===== src/rtl/cpu_pkg.sv =====
// ---------------------------------------------------------------------------
// cpu_pkg
// Shared constants and types for the instruction-memory loader.
//   ALEN_DEF       : default instruction-memory address width (words)
//   ILEN_DEF       : default instruction word width (bits)
//   loader_state_e : loader FSM state encoding
// Optional feature macro: IMEM_LOADER_CHECKSUM_EN adds the CHECK state.
// ---------------------------------------------------------------------------
package cpu_pkg;

    localparam int ALEN_DEF = 6;
    localparam int ILEN_DEF = 32;

    typedef enum logic [2:0] {
        ST_IDLE  = 3'd0,
        ST_RECV  = 3'd1,
        ST_WRITE = 3'd2,
`ifdef IMEM_LOADER_CHECKSUM_EN
        ST_CHECK = 3'd3,
`endif
        ST_DONE  = 3'd4
    } loader_state_e;

endpackage


===== src/rtl/imem_loader_word_packer.sv =====
// ---------------------------------------------------------------------------
// word_packer
// Little-endian byte-to-word assembler. The first byte after a clear lands
// in word[7:0], the k-th in word[8k+7:8k].
// Ports:
//   clock, reset   : clock, asynchronous active-low reset
//   clear          : discard any partial word and restart at byte 0
//   shift_en       : accept byte_in this cycle
//   byte_in        : incoming byte
//   word           : assembled word (registered)
//   word_complete  : combinational, high when the byte being accepted now
//                    is the last byte of the word
// ---------------------------------------------------------------------------
module word_packer
    import cpu_pkg::*;
#(
    parameter int ilen = ILEN_DEF
) (
    input  logic            clock,
    input  logic            reset,
    input  logic            clear,
    input  logic            shift_en,
    input  logic [7:0]      byte_in,
    output logic [ilen-1:0] word,
    output logic            word_complete
);

    localparam int NB = ilen / 8;
    localparam int CW = $clog2(NB + 1);

    logic [ilen-1:0] word_q, word_d;
    logic [CW-1:0]   cnt_q, cnt_d;

    assign word_complete = shift_en && (cnt_q == CW'(NB - 1));
    assign word          = word_q;

    always_comb begin
        word_d = word_q;
        cnt_d  = cnt_q;
        if (clear) begin
            word_d = '0;
            cnt_d  = '0;
        end else if (shift_en) begin
            word_d[8*32'(cnt_q) +: 8] = byte_in;
            // Byte count restarts on its own once a word is full, so the
            // next word starts at lane 0 without an explicit clear.
            cnt_d = word_complete ? '0 : cnt_q + CW'(1);
        end
    end

    always_ff @(posedge clock or negedge reset) begin
        if (!reset) begin
            word_q <= '0;
            cnt_q  <= '0;
        end else begin
            word_q <= word_d;
            cnt_q  <= cnt_d;
        end
    end

endmodule


===== src/rtl/imem_loader.sv =====
// ---------------------------------------------------------------------------
// imem_loader
// Receives a program as a byte stream, packs bytes little-endian into
// instruction words and writes them to consecutive instruction-memory
// addresses starting at 0. The CPU is held for the whole session.
// Optional: IMEM_LOADER_CHECKSUM_EN appends a CHECK state that takes one
// extra byte and compares it with the XOR of all data bytes (err on
// mismatch). Without it err is constant 0.
// Ports:
//   clock, reset        : clock, asynchronous active-low reset
//   start, len_words    : session request and length (sampled in IDLE)
//   byte_valid/byte_data/byte_ready : byte stream input
//   we, waddr, wdata    : instruction-memory write port
//   cpu_hold, busy      : high in every state but IDLE
//   done                : one-cycle pulse at session end
//   err                 : checksum mismatch, sticky until next start
//   dbg_state           : current FSM state
//
// Byte handshake: a byte moves on a rising edge where byte_valid and
// byte_ready are both high; byte_ready depends only on the current state,
// so the sender may hold byte_valid and byte_data until that edge.
// ---------------------------------------------------------------------------
module imem_loader
    import cpu_pkg::*;
#(
    parameter int alen = ALEN_DEF,
    parameter int ilen = ILEN_DEF
) (
    input  logic            clock,
    input  logic            reset,
    input  logic            start,
    input  logic [alen:0]   len_words,
    input  logic            byte_valid,
    input  logic [7:0]      byte_data,
    output logic            byte_ready,
    output logic            we,
    output logic [alen-1:0] waddr,
    output logic [ilen-1:0] wdata,
    output logic            cpu_hold,
    output logic            busy,
    output logic            done,
    output logic            err,
    output logic [2:0]      dbg_state
);

    localparam logic [alen:0] MAX_LEN = {1'b1, {alen{1'b0}}};
    localparam logic [alen:0] ONE_W   = {{alen{1'b0}}, 1'b1};

    loader_state_e   state_q, state_d;
    logic [alen-1:0] waddr_q, waddr_d;
    logic [alen:0]   len_q, len_d;
    logic [alen:0]   words_q, words_d;
    logic [alen:0]   len_clamped;
    logic            accept;
    logic            pk_clear;
    logic            pk_shift;
    logic            pk_complete;

`ifdef IMEM_LOADER_CHECKSUM_EN
    logic [7:0] csum_q, csum_d;
    logic       err_q, err_d;
    assign err        = err_q;
    assign byte_ready = (state_q == ST_RECV) || (state_q == ST_CHECK);
`else
    assign err        = 1'b0;
    assign byte_ready = (state_q == ST_RECV);
`endif

    assign accept      = byte_valid && byte_ready;
    assign len_clamped = (len_words > MAX_LEN) ? MAX_LEN : len_words;

    assign we        = (state_q == ST_WRITE);
    assign busy      = (state_q != ST_IDLE);
    assign cpu_hold  = (state_q != ST_IDLE);
    assign done      = (state_q == ST_DONE);
    assign waddr     = waddr_q;
    assign dbg_state = state_q;

    word_packer #(
        .ilen (ilen)
    ) u_packer (
        .clock         (clock),
        .reset         (reset),
        .clear         (pk_clear),
        .shift_en      (pk_shift),
        .byte_in       (byte_data),
        .word          (wdata),
        .word_complete (pk_complete)
    );

    always_comb begin
        state_d  = state_q;
        waddr_d  = waddr_q;
        len_d    = len_q;
        words_d  = words_q;
        pk_clear = 1'b0;
        pk_shift = 1'b0;
`ifdef IMEM_LOADER_CHECKSUM_EN
        csum_d   = csum_q;
        err_d    = err_q;
`endif
        case (state_q)
            ST_IDLE: begin
                if (start) begin
                    waddr_d  = '0;
                    words_d  = '0;
                    len_d    = len_clamped;
                    pk_clear = 1'b1;
`ifdef IMEM_LOADER_CHECKSUM_EN
                    csum_d   = '0;
                    err_d    = 1'b0;
`endif
                    state_d  = (len_words == '0) ? ST_DONE : ST_RECV;
                end
            end
            ST_RECV: begin
                if (accept) begin
                    pk_shift = 1'b1;
`ifdef IMEM_LOADER_CHECKSUM_EN
                    csum_d   = csum_q ^ byte_data;
`endif
                    if (pk_complete) begin
                        state_d = ST_WRITE;
                    end
                end
            end
            ST_WRITE: begin
                waddr_d = waddr_q + alen'(1);
                words_d = words_q + ONE_W;
                if ((words_q + ONE_W) < len_q) begin
                    state_d = ST_RECV;
                end else begin
`ifdef IMEM_LOADER_CHECKSUM_EN
                    state_d = ST_CHECK;
`else
                    state_d = ST_DONE;
`endif
                end
            end
`ifdef IMEM_LOADER_CHECKSUM_EN
            ST_CHECK: begin
                if (accept) begin
                    if (byte_data != csum_q) begin
                        err_d = 1'b1;
                    end
                    state_d = ST_DONE;
                end
            end
`endif
            ST_DONE: begin
                state_d = ST_IDLE;
            end
            default: begin
                state_d = ST_IDLE;
            end
        endcase
    end

    always_ff @(posedge clock or negedge reset) begin
        if (!reset) begin
            state_q <= ST_IDLE;
            waddr_q <= '0;
            len_q   <= '0;
            words_q <= '0;
`ifdef IMEM_LOADER_CHECKSUM_EN
            csum_q  <= '0;
            err_q   <= 1'b0;
`endif
        end else begin
            state_q <= state_d;
            waddr_q <= waddr_d;
            len_q   <= len_d;
            words_q <= words_d;
`ifdef IMEM_LOADER_CHECKSUM_EN
            csum_q  <= csum_d;
            err_q   <= err_d;
`endif
        end
    end

endmodule


===== config.mk =====
export PLATFORM = sky130hd
export DESIGN_NAME = imem_loader
export DESIGN_NICKNAME = d
export VERILOG_FILES = /design/src/rtl/cpu_pkg.sv /design/src/rtl/imem_loader_word_packer.sv /design/src/rtl/imem_loader.sv
export SDC_FILE = /design/constraint.sdc
export NUM_CORES = 1
export LEC_CHECK = 0
export CAP_MARGIN = 20
export CORE_ASPECT_RATIO = 1.4
export CORE_MARGIN = 2
export CORE_UTILIZATION = 49
export CTS_CLUSTER_SIZE = 28
export DETAILED_ROUTE_END_ITERATION = 16
export PLACE_DENSITY = 0.75
export REMOVE_ABC_BUFFERS = 1
export SKIP_LAST_GASP = 1
export SLEW_MARGIN = 40
export SYNTH_ARGS = -nofsm -noshare
export SYNTH_HDL_FRONTEND = slang
export SYNTH_SLANG_ARGS = --single-unit
export TNS_END_PERCENT = 1

===== constraint.sdc =====
create_clock -name clock -period 2.5 [get_ports clock]
set_input_delay 0.25 -clock clock [delete_from_list [all_inputs] [get_ports clock]]
set_output_delay 0.25 -clock clock [all_outputs]
set_load 0.005 [all_outputs]

==> impl_results.rst <==
.. list-table::
   :header-rows: 1

   * - Metric
     - Value
   * - Antenna cells
     - 0
   * - Max-cap viol count
     - 0
   * - Worst min-delay path category
     - in2async
   * - Die footprint
     - about 0.0062 mm^2
   * - Share of synthesized area occupied by flip-flops and latches
     - a little over half
   * - Share of the clock period used by the worst path after layout
     - roughly nine tenths
   * - Largest fanout on the critical path
     - 13
   * - Clock buffers created by TritonCTS
     - 9
   * - Type of the worst setup path
     - reg2out
   * - Final std cells w/o fill
     - between 400 and 500
   * - First-pass GRT wire length
     - 9900 um
   * - Sw Share
     - between 30% and 40%
   * - Post-synthesis instance area
     - about 0.0027 mm^2
   * - Switching power total
     - 1.05 mW
   * - H-tree levels
     - 3
   * - Area grow syn2layout
     - 33.3%
   * - Drt via density
     - approximately 5.5
   * - Fin nets
     - between 300 and 400
   * - Top FF cell, synth
     - sky130_fd_sc_hd__dfrtp_1
   * - DRC
     - 0
   * - Final routed wire length divided by cell count
     - roughly 15 um
   * - Floorplan core area
     - about 0.0054 mm^2
   * - Cell area after placement
     - 0.00339 mm^2
   * - Sinks on the clock net
     - 58
   * - Via count of the first global-routing pass
     - ~2,100
   * - List of cells traversed by the critical path
     - or3b_1 -> inv_2 -> clkdlybuf4s50_1
   * - Proportion of power drawn by combinational gates
     - between 30% and 40%
   * - Setup slack on the worst flop-to-flop path
     - around 280 ps
   * - Average size of a mapped cell
     - 10.1 um^2
   * - Startpoint of the most critical register-to-register path
     - u_packer.cnt_q[0]
   * - Number of optimization iterations in the first detailed-route pass
     - 6
   * - Flip-flop and latch count after synthesis
     - between 50 and 60
   * - Gate count after technology mapping
     - between 200 and 300
   * - Sequential group share of total power
     - between 30 and 40%
   * - Peak ir drop on the vdd network
     - 0.504 mV
   * - R2r endpoint
     - u_packer.word[8]
   * - Pins Over Slew Limit
     - 0
   * - Final instance area
     - 0.00362 mm^2
   * - Total setup violations reported at the end of the flow
     - 0
   * - Max Clock Skew
     - about 6.3 ps
   * - Yosys synthesis warning count
     - 0
   * - Transition at the pin with the smallest max-transition slack
     - ~670 ps
   * - Total internal power
     - 2.38 mW
   * - # port buffers
     - 64
   * - Number of antenna violations at the first check in global routing
     - 0
   * - Number of hold violations in the final report
     - 0
   * - Top delay family on crit path
     - buffers and inverters
   * - WHS
     - 443 ps
   * - Iteration-0 DRC Markers
     - around 130
   * - Die extent in x
     - roughly 67 um
   * - Rows
     - 32
   * - Post-detailed-route count of antenna-violating nets
     - 0
   * - Minimum period implied by the final worst setup slack
     - 2260 ps
   * - Number of primary I/O pins
     - 66
   * - Slew Limit Headroom
     - ~56%
   * - Cell count after placement
     - between 300 and 400
   * - Post-synth top area share
     - approximately 53%
   * - Cell chosen for the clock root
     - sky130_fd_sc_hd__clkbuf_8
   * - Starting density of the core
     - between 40 and 50%
   * - DRT Wirelength
     - about 6000 um
   * - DP HPWL
     - between 4000 and 5000 um
   * - Die span in y
     - 92.1 um
   * - Top cell type by total area after synthesis
     - sky130_fd_sc_hd__dfrtp_1
   * - Layout Utilization
     - between 60 and 70%
   * - Final estimated routing congestion in global placement
     - just under 0.9
   * - GRT Total Usage
     - between 20 and 25%
   * - Post-CTS Hold Buffers
     - 1
   * - Ratio of cells with drive above 1 in the final layout
     - 8.48%
   * - CP peak stage delay
     - ~550 ps
   * - Setup TNS after final layout
     - 0 ps
   * - Via Count
     - about 2,200
   * - Kind of start point of the critical path
     - register
   * - Pleak
     - ~1.7 nW
   * - Required arrival time at the worst endpoint
     - between 2000 and 2500 ps
   * - PwrDens
     - about 950 mW/mm^2
   * - CP bufs+invs
     - 2
   * - Fill cell count
     - between 400 and 500
   * - Clock network fraction of design power
     - between 20 and 30%
   * - Largest buffer count on any clock path
     - 2
   * - Total congestion overflow after global routing
     - 0
   * - Clock tree from TritonCTS
     - yes
   * - Insertion delay to the later sink of the worst-skew pair
     - roughly 340 ps
   * - Status
     - completed
   * - Total of cells resized after clock tree synthesis
     - 0
   * - Setup Buffers After CTS
     - 0
   * - Post-synth EDFFs
     - 0
   * - Crit-path slowest cell
     - sky130_fd_sc_hd__clkdlybuf4s50_1
   * - Yosys cell types
     - 45
   * - Setup repair after global routing missed its margin
     - false
   * - Critical Path End Type
     - primary output
   * - Top cells by area in the synthesized netlist
     - sky130_fd_sc_hd__dfrtp_1, sky130_fd_sc_hd__o21ai_0, sky130_fd_sc_hd__nand3_1
   * - Arrival time reported for the critical path endpoint
     - around 2000 ps
   * - Achievable frequency
     - 443 MHz
   * - Maximum number of pins on one net before global-route repair
     - 34
   * - Fraction of registers with async set or reset after synthesis
     - between 90% and 100%
   * - Clock-pin slew reported for the worst setup and hold paths after clock tree synthesis
     - around 70 ps
   * - Worst r2r path cells
     - 6
worst register-to-register path: cells and delay by family, from the launching register on:
family / cells / cell delay [ps]
simple gates: 2 / 850
buf+inv: 1 / 90
compound gates: 1 / 200
flops: 1 / 460
fa+ha+maj: 2 / 480
kinds of logic after synthesis:
family / count (synthesis) / share of synthesized area, %
AOI/OAI and AO/OA: 70 / 15.3
xor gates and xnor gates: 5 / 1.61
adders and majority gates: 11 / 5.07
buffers and inverters: 33 / 5.72
DFF: 58 / 53.5
muxes: 1 / 0.369
other: 1 / 0.138
and+or+nand+nor: 91 / 18.3
cell usage in the layout (no fill, tap or decap), types with 2 or more instances in the layout:
| cell type | Yosys | layout |
|---|---|---|
| sky130_fd_sc_hd__clkdlybuf4s50_1 | 0 | 63 |
| sky130_fd_sc_hd__dfrtp_1 | 58 | 58 |
| sky130_fd_sc_hd__o21ai_0 | 41 | 41 |
| sky130_fd_sc_hd__nand3_1 | 29 | 29 |
| sky130_fd_sc_hd__nand2_1 | 29 | 29 |
| sky130_fd_sc_hd__inv_1 | 18 | 18 |
| sky130_fd_sc_hd__ha_1 | 11 | 11 |
| sky130_fd_sc_hd__clkbuf_8 | 0 | 10 |
| sky130_fd_sc_hd__o21ai_1 | 8 | 8 |
| sky130_fd_sc_hd__a22o_1 | 6 | 6 |
| sky130_fd_sc_hd__nor2_1 | 5 | 5 |
| sky130_fd_sc_hd__nand3b_1 | 5 | 5 |
| sky130_fd_sc_hd__buf_4 | 6 | 5 |
| sky130_fd_sc_hd__and3_1 | 4 | 4 |
| sky130_fd_sc_hd__xnor2_1 | 3 | 3 |
| sky130_fd_sc_hd__nand4_1 | 3 | 3 |
| sky130_fd_sc_hd__a31oi_1 | 3 | 3 |
| sky130_fd_sc_hd__xor2_1 | 2 | 2 |
| sky130_fd_sc_hd__nor3b_1 | 2 | 2 |
| sky130_fd_sc_hd__nor2b_1 | 2 | 2 |
| sky130_fd_sc_hd__o31ai_1 | 2 | 2 |
| sky130_fd_sc_hd__o21a_1 | 2 | 2 |
| sky130_fd_sc_hd__a21oi_1 | 2 | 2 |
| sky130_fd_sc_hd__clkinv_2 | 0 | 2 |
| sky130_fd_sc_hd__bufinv_16 | 0 | 2 |
synth_stat cells, drive strengths merged (2+ instances only):
master  instances
a31oi           3
inv            19
and3            4
xnor2           3
ha             11
nand3b          5
dfrtp          58
nand2          29
nor3b           2
nor2            6
o21a            2
nor4b           2
o21ai          50
a22o            6
a21oi           2
nor2b           2
nand4           4
clkbuf          6
nand3          29
buf             8
xor2            2
o31ai           2
metrics by stage:
stage	setup WS, ps	power [mW]
after floorplan	513	1.86
after global placement	343	2.45
after detailed placement	272	2.49
after CTS	232	3.45
after global routing	88.6	3.66
final	240	3.43
layer usage:
metal  track usage (%)  wire length [um]  vias up
met5                 0                 0        -
li1                  -                 -     1084
met1              26.3              2600     1064
met3              4.91               310       11
met2              35.8              2950       77
met4              8.67               126        0
how the worst max path moves through the flow:
stage,cells past startpoint,end,startpoint
floorplan,7,u_packer.word[0],u_packer.cnt_q[0]
finish,3,we,dbg_state[0]
global route,7,u_packer.word[7],u_packer.cnt_q[0]
CTS,3,we,dbg_state[1]
detailed placement,7,u_packer.word[1],u_packer.cnt_q[0]
global placement,6,u_packer.word[8],u_packer.cnt_q[0]
state kept, by name, summed over array words and instances, names as in the netlist:
register	flops
u_packer.cnt_q	3
dbg_state	3
words_q	7
len_q	7
u_packer.word	32
waddr	6
power by group through the flow:
stage | Sequential (mW) | Combinational [mW] | Clock [mW]
6_report | 1.36 | 1.12 | 0.954
5_1_grt | 1.39 | 1.26 | 1.01
4_1_cts | 1.36 | 1.13 | 0.970
3_5_place_dp | 1.37 | 1.12 | 0
3_3_place_gp | 1.36 | 1.09 | 0
2_1_floorplan | 1.36 | 0.503 | 0
area by class of cell:
class / count / area [um^2] / area share, %
Sequential cell: 58 / 1450 / 40.1
Multi-Input combinational cell: 179 / 1110 / 30.6
Timing Repair Buffer: 70 / 683 / 18.9
Inverter: 19 / 71.3 / 1.97
Clock buffer: 11 / 141 / 3.91
Tap cell: 68 / 85.1 / 2.35
Clock inverter: 5 / 77.6 / 2.14
(Power assumes the default switching activity.)
